<file path="src/rtl/axi_slice_pkg.sv">
// Shared types and sizing helpers for the AXI channel slice buffers and their wrappers.
package axi_slice_pkg;

   typedef enum logic [1:0] {SLICE_BYPASS, SLICE_REG, SLICE_FT} slice_mode_e;

   localparam int unsigned MAX_DEPTH = 256;

   function automatic int unsigned cnt_width(input int unsigned depth);
      int unsigned w;
      w = $clog2(depth + 1);
      return (w == 0) ? 1 : w;
   endfunction

   function automatic int unsigned ptr_width(input int unsigned depth);
      return (depth > 1) ? $clog2(depth) : 1;
   endfunction

   function automatic slice_mode_e slice_mode(input int unsigned depth, input bit ft);
      if (depth == 0) return SLICE_BYPASS;
      else if (ft)    return SLICE_FT;
      else            return SLICE_REG;
   endfunction

endpackage

</file>
<file path="src/rtl/axi_slice_ptr.sv">
// Wrap-around index for the slice buffer; wraps explicitly at DEPTH-1 so any depth works.
module axi_slice_ptr
   import axi_slice_pkg::*;
#(
   parameter int unsigned  DEPTH = 2,
   localparam int unsigned PTR_W = ptr_width(DEPTH)
) (
   input  logic             clk_i,
   input  logic             rst_ni,
   input  logic             en_i,
   input  logic             clr_i,
   output logic [PTR_W-1:0] ptr_o
);

   logic [PTR_W-1:0] ptr_d, ptr_q;

   always_comb begin
      ptr_d = ptr_q;
      if (clr_i) begin
         ptr_d = '0;
      end else if (en_i) begin
         ptr_d = (ptr_q == PTR_W'(DEPTH - 1)) ? '0 : ptr_q + PTR_W'(1);
      end
   end

   always_ff @(posedge clk_i or negedge rst_ni) begin
      if (!rst_ni) ptr_q <= '0;
      else         ptr_q <= ptr_d;
   end

   assign ptr_o = ptr_q;

endmodule

</file>
<file path="src/rtl/axi_slice_buffer.sv">
// Elastic buffer for one AXI channel: flop-array FIFO of any depth, optional fall-through,
// occupancy output and synchronous flush; depth 0 degenerates to plain wires.
module axi_slice_buffer
   import axi_slice_pkg::*;
#(
   parameter int unsigned  DATA_WIDTH   = 64,
   parameter int unsigned  BUFFER_DEPTH = 2,
   parameter bit           FALL_THROUGH = 1'b0,
   localparam int unsigned CNT_WIDTH    = cnt_width(BUFFER_DEPTH)
) (
   input  logic                  clk_i,
   input  logic                  rst_ni,
   input  logic                  testmode_i,
   input  logic                  flush_i,
   input  logic                  valid_i,
   output logic                  ready_o,
   input  logic [DATA_WIDTH-1:0] data_i,
   output logic                  valid_o,
   input  logic                  ready_i,
   output logic [DATA_WIDTH-1:0] data_o,
   output logic [CNT_WIDTH-1:0]  usage_o
);

   localparam slice_mode_e MODE = slice_mode(BUFFER_DEPTH, FALL_THROUGH);

   if (DATA_WIDTH < 1) begin : g_bad_width
      $error("axi_slice_buffer: DATA_WIDTH must be >= 1");
   end
   if (BUFFER_DEPTH > MAX_DEPTH) begin : g_bad_depth
      $error("axi_slice_buffer: BUFFER_DEPTH must be <= %0d", MAX_DEPTH);
   end

   // No clock gating inside this block, so the DFT pin has nothing to drive.
   logic unused_testmode;
   assign unused_testmode = testmode_i;

   if (MODE == SLICE_BYPASS) begin : g_bypass
      logic unused_ctrl;
      assign unused_ctrl = ^{clk_i, rst_ni, flush_i};
      assign ready_o     = ready_i;
      assign valid_o     = valid_i;
      assign data_o      = data_i;
      assign usage_o     = '0;
   end else begin : g_buffer
      localparam int unsigned PTR_W = ptr_width(BUFFER_DEPTH);
      // A single-entry buffer still needs a 1-bit index; the spare row is never written.
      localparam int unsigned MEM_N = (BUFFER_DEPTH > 1) ? BUFFER_DEPTH : 2;

      logic [DATA_WIDTH-1:0] mem_d [MEM_N];
      logic [DATA_WIDTH-1:0] mem_q [MEM_N];
      logic [CNT_WIDTH-1:0]  usage_d, usage_q;
      logic [PTR_W-1:0]      rd_ptr, wr_ptr;
      logic                  full, empty, ft_empty;
      logic                  push, pop, bypass, store, take;

      assign full     = (usage_q == CNT_WIDTH'(BUFFER_DEPTH));
      assign empty    = (usage_q == '0);
      assign ft_empty = (MODE == SLICE_FT) && empty;

      assign ready_o = !full;
      assign valid_o = ft_empty ? valid_i : !empty;
      assign data_o  = ft_empty ? data_i  : mem_q[rd_ptr];
      assign usage_o = usage_q;

      assign push   = valid_i && ready_o;
      assign pop    = valid_o && ready_i;
      // A fall-through beat consumed in the same cycle never touches the storage.
      assign bypass = ft_empty && push && ready_i;
      assign store  = push && !bypass && !flush_i;
      assign take   = pop  && !bypass && !flush_i;

      always_comb begin
         usage_d = usage_q;
         if (flush_i) begin
            usage_d = '0;
         end else if (store && !take) begin
            usage_d = usage_q + CNT_WIDTH'(1);
         end else if (take && !store) begin
            usage_d = usage_q - CNT_WIDTH'(1);
         end
      end

      always_comb begin
         mem_d = mem_q;
         if (store) mem_d[wr_ptr] = data_i;
      end

      always_ff @(posedge clk_i or negedge rst_ni) begin
         if (!rst_ni) begin
            usage_q <= '0;
            mem_q   <= '{default: '0};
         end else begin
            usage_q <= usage_d;
            mem_q   <= mem_d;
         end
      end

      axi_slice_ptr #(.DEPTH(BUFFER_DEPTH)) u_wr_ptr (
         .clk_i  (clk_i),
         .rst_ni (rst_ni),
         .en_i   (store),
         .clr_i  (flush_i),
         .ptr_o  (wr_ptr)
      );

      axi_slice_ptr #(.DEPTH(BUFFER_DEPTH)) u_rd_ptr (
         .clk_i  (clk_i),
         .rst_ni (rst_ni),
         .en_i   (take),
         .clr_i  (flush_i),
         .ptr_o  (rd_ptr)
      );

      a_no_push_full: assert property (@(posedge clk_i) disable iff (!rst_ni)
         !(push && full));
      a_no_pop_invalid: assert property (@(posedge clk_i) disable iff (!rst_ni)
         pop |-> valid_o);
      // Stored beats must stay put until taken; only flush or reset may retract them.
      a_hold_stable: assert property (@(posedge clk_i) disable iff (!rst_ni)
         (valid_o && !ready_i && !flush_i && !empty) |=> (valid_o && $stable(data_o)));
   end

endmodule

</file>
<file path="config.mk">
export PLATFORM = sky130hd
export DESIGN_NAME = axi_slice_buffer
export DESIGN_NICKNAME = d
export VERILOG_FILES = /design/src/rtl/axi_slice_pkg.sv /design/src/rtl/axi_slice_ptr.sv /design/src/rtl/axi_slice_buffer.sv
export SDC_FILE = /design/constraint.sdc
export NUM_CORES = 1
export LEC_CHECK = 0
export ABC_AREA = 1
export BUFFER_PORTS_ARGS = -buffer_cell sky130_fd_sc_hd__buf_2
export CORE_MARGIN = 5
export CORE_UTILIZATION = 45
export DETAILED_ROUTE_END_ITERATION = 8
export MAX_ROUTING_LAYER = met4
export PLACE_DENSITY = 0.64
export SLEW_MARGIN = 20
export SYNTH_ARGS = -nofsm -noshare
export SYNTH_HDL_FRONTEND = slang
export SYNTH_SLANG_ARGS = --single-unit
</file>
<file path="constraint.sdc">
create_clock -name clk_i -period 1.5 [get_ports clk_i]
set_input_delay 0.075 -clock clk_i [delete_from_list [all_inputs] [get_ports clk_i]]
set_output_delay 0.075 -clock clk_i [all_outputs]
set_load 0.02 [all_outputs]
</file>
==> flow_metrics.env <==
export IMPL_clock_sinks=132
export IMPL_io_pins=138
export IMPL_numCtsBuffers=17
export IMPL_synth_area_per_cell_sq_um=8.33
export IMPL_placed_cells=1006
export IMPL_synth_cells=721
export IMPL_yosysWarnings=0
export IMPL_num_vias=5561
export IMPL_clockRootBuffer="clkbuf_16"
export IMPL_die_w_um=126
export IMPL_power_density_nw_per_um2=1970
export IMPL_period_needed_ns=1.56
export IMPL_drt_first_pass_iters=5
export IMPL_synth_seq_cells=132
export IMPL_drtIter0Drc=393
export IMPL_grt_ovfl_total=0
export IMPL_syn_to_final_growth_pct=50.3
export IMPL_path_clk_slew_ns=0.05
export IMPL_maxCapViolations=0
export IMPL_place_congestion=0.780
export IMPL_status="complete, but fails checks"
export IMPL_clock_latency_ns=0.41
export IMPL_final_cell_mix="nand2_1, dfrtp_1, buf_2"
export IMPL_cts_tree="built"
export IMPL_layout_setup_ws_ns=-0.0573
export IMPL_place_hpwl_mm=9.35
export IMPL_drt_wl_total_mm=17.7
export IMPL_routed_via_density=4.95
export IMPL_reg2reg_from="usage_o[1]"
export IMPL_cp_data_arrival_time_ns=1.48
export IMPL_drive_gt1_frac=0.309
export IMPL_drv_slew=0
export IMPL_rows=42
export IMPL_start_kind="register"
export IMPL_syn_cell_area_sq_um=6010
export IMPL_path_class="register to output pin"
export IMPL_design_core_area_sq_um=13200
export IMPL_final_nets=1006
export IMPL_layout_commonest_cell="nand2_1"
export IMPL_antenna_cells_inserted=0
export IMPL_hold_viol=0
export IMPL_holdCritPathClass="input pin to async pin"
export IMPL_dieArea_sq_um=15800
export IMPL_start_util=0.456
export IMPL_critPathCaptureType="output pin"
export IMPL_wl_per_cell_um=15.8
export IMPL_ant_nets=0
export IMPL_p_leak_nw=4.77
export IMPL_grt_usage=0.203
export IMPL_setup_viol=56
export IMPL_rsz0062_at_grt="yes"
export IMPL_startpoint="g_buffer.u_rd_ptr.ptr_o"
export IMPL_fmax_ghz=0.642
export IMPL_fin_crit_sh=1.04
export IMPL_worst_slew_pin_slew_ns=0.434
export IMPL_yosysSeqAreaShare=0.550
export IMPL_clock_path_buffers=2
export IMPL_cts_htree_levels=4
export IMPL_slew_headroom=0.711
export IMPL_finClkSkew_ns=0.00813
export IMPL_first_global_vias=5360
export IMPL_grt_max_degree=67
export IMPL_antenna_found_initial=0
export IMPL_crit_fanout=13
export IMPL_portBuffers=136
export IMPL_die_h_um=126
export IMPL_ys_types=20
export IMPL_irDropWorstVdd_mv=1.03
export IMPL_grt_pass1_wl_mm=25.2
export IMPL_cp_required_ns=1.42
export IMPL_synth_nets=791
export IMPL_drc=0
export IMPL_setup_tns_final_ns=-1.23
export IMPL_final_cell_count_no_fill=1124
export IMPL_violations="setup timing"
==> Yosys cell counts <==
cell type	count	share of area
or2_4	1	0.0015
buf_6	13	0.024
inv_2	1	0.00062
nand2_4	1	0.0019
clkbuf_1	17	0.011
buf_2	7	0.0058
nand2_1	333	0.21
o21ai_1	14	0.012
nand3_2	1	0.0017
nand3_1	5	0.0042
inv_1	70	0.044
clkbuf_2	1	0.00083
buf_4	1	0.0012
dfrtp_1	132	0.55
o21ai_2	50	0.073
nor2_1	1	0.00062
a21oi_1	2	0.0017
o21ai_0	67	0.056
nand3b_1	1	0.0012
buf_1	3	0.0019
==> routing by layer <==
metal | GRT usage | share of wire | routed length (um)
met4 | 0.0842 | 0.024 | 432
met3 | 0.0418 | 0.054 | 962
met5 | - | 0 | 0
met2 | 0.338 | 0.50 | 8880
met1 | 0.239 | 0.42 | 7450
==> path summary, 6_finish.rpt <==
kind | to | slack [ns] | depth (start not counted)
hold reg to reg | g_buffer.mem_q[93] | 0.48 | 2
max in group asynchronous | g_buffer.mem_q[85] | 0.75 | 3
min in group clk_i | g_buffer.u_rd_ptr.ptr_o | 0.19 | 5
setup reg to reg | g_buffer.mem_q[78] | 0.02 | 6
setup / recovery | data_o[26] | -0.06 | 5
hold / removal | g_buffer.mem_q[92] | 0.14 | 2
==> logic make-up after synthesis <==
| family | count (synthesis) | synth area share |
|---|---|---|
| DFF | 132 | 0.550 |
| and+or+nand+nor | 343 | 0.219 |
| buffers and inverters | 113 | 0.0891 |
| AOI/OAI and AO/OA | 133 | 0.142 |
==> state kept, by name, summed over array words and instances (netlist names) <==
signal and count:
g_buffer.mem_q 128, g_buffer.u_rd_ptr.ptr_o 1, g_buffer.u_wr_ptr.ptr_o 1, usage_o 2
==> stage by stage <==
step / setup WS (ns) / power, mW / hold slack, ns / utilization / area, sq um
final: -0.0573 / 17.8 / 0.145 / 0.685 / 9030
after floorplan: 0.0100 / 9.84 / -0.221 / - / 6010
after detailed placement: 0.0138 / 11.8 / 0.0425 / 0.521 / 6880
after global routing: -0.110 / 18.9 / 0.171 / 0.685 / 9030
after global placement: 0.0788 / 11.6 / 0.0295 / 0.521 / 6880
after CTS: -0.0678 / 16.5 / 0.154 / 0.633 / 8350
==> timing repair <==
item | in CTS | in global routing
pin swaps | 0 | 2
hold buffers | 67 | 0
resized for setup | 72 | 113
cloned | 1 | 18
setup endpoints to repair | 65 | 158
setup buffers | 0 | 1
endpoints found under the hold margin | 156 | 0
==> critical path: stages, from the launching register on <==
cell     delay (ns)
dfrtp_2        0.48
inv_8          0.14
buf_12         0.15
nand2_1        0.07
nand2_1        0.10
buf_6          0.13
==> report_power, final <==
group          switching, mW  internal, mW
Combinational           4.29          3.62
Sequential             0.896          5.13
Clock                   1.40          2.48
==> final cells by class <==
class                   instances  area (sq um)
fillers                       982          4160
flip-flops and latches        132          3310
repair buffers                236          2370
multi-input cells             478          2300
clock buffers                  27           513
inverters                      71           277
well taps                     176           220
clock inverters                 4          45.0
No activity file was read; power rests on OpenSTA's default activity.
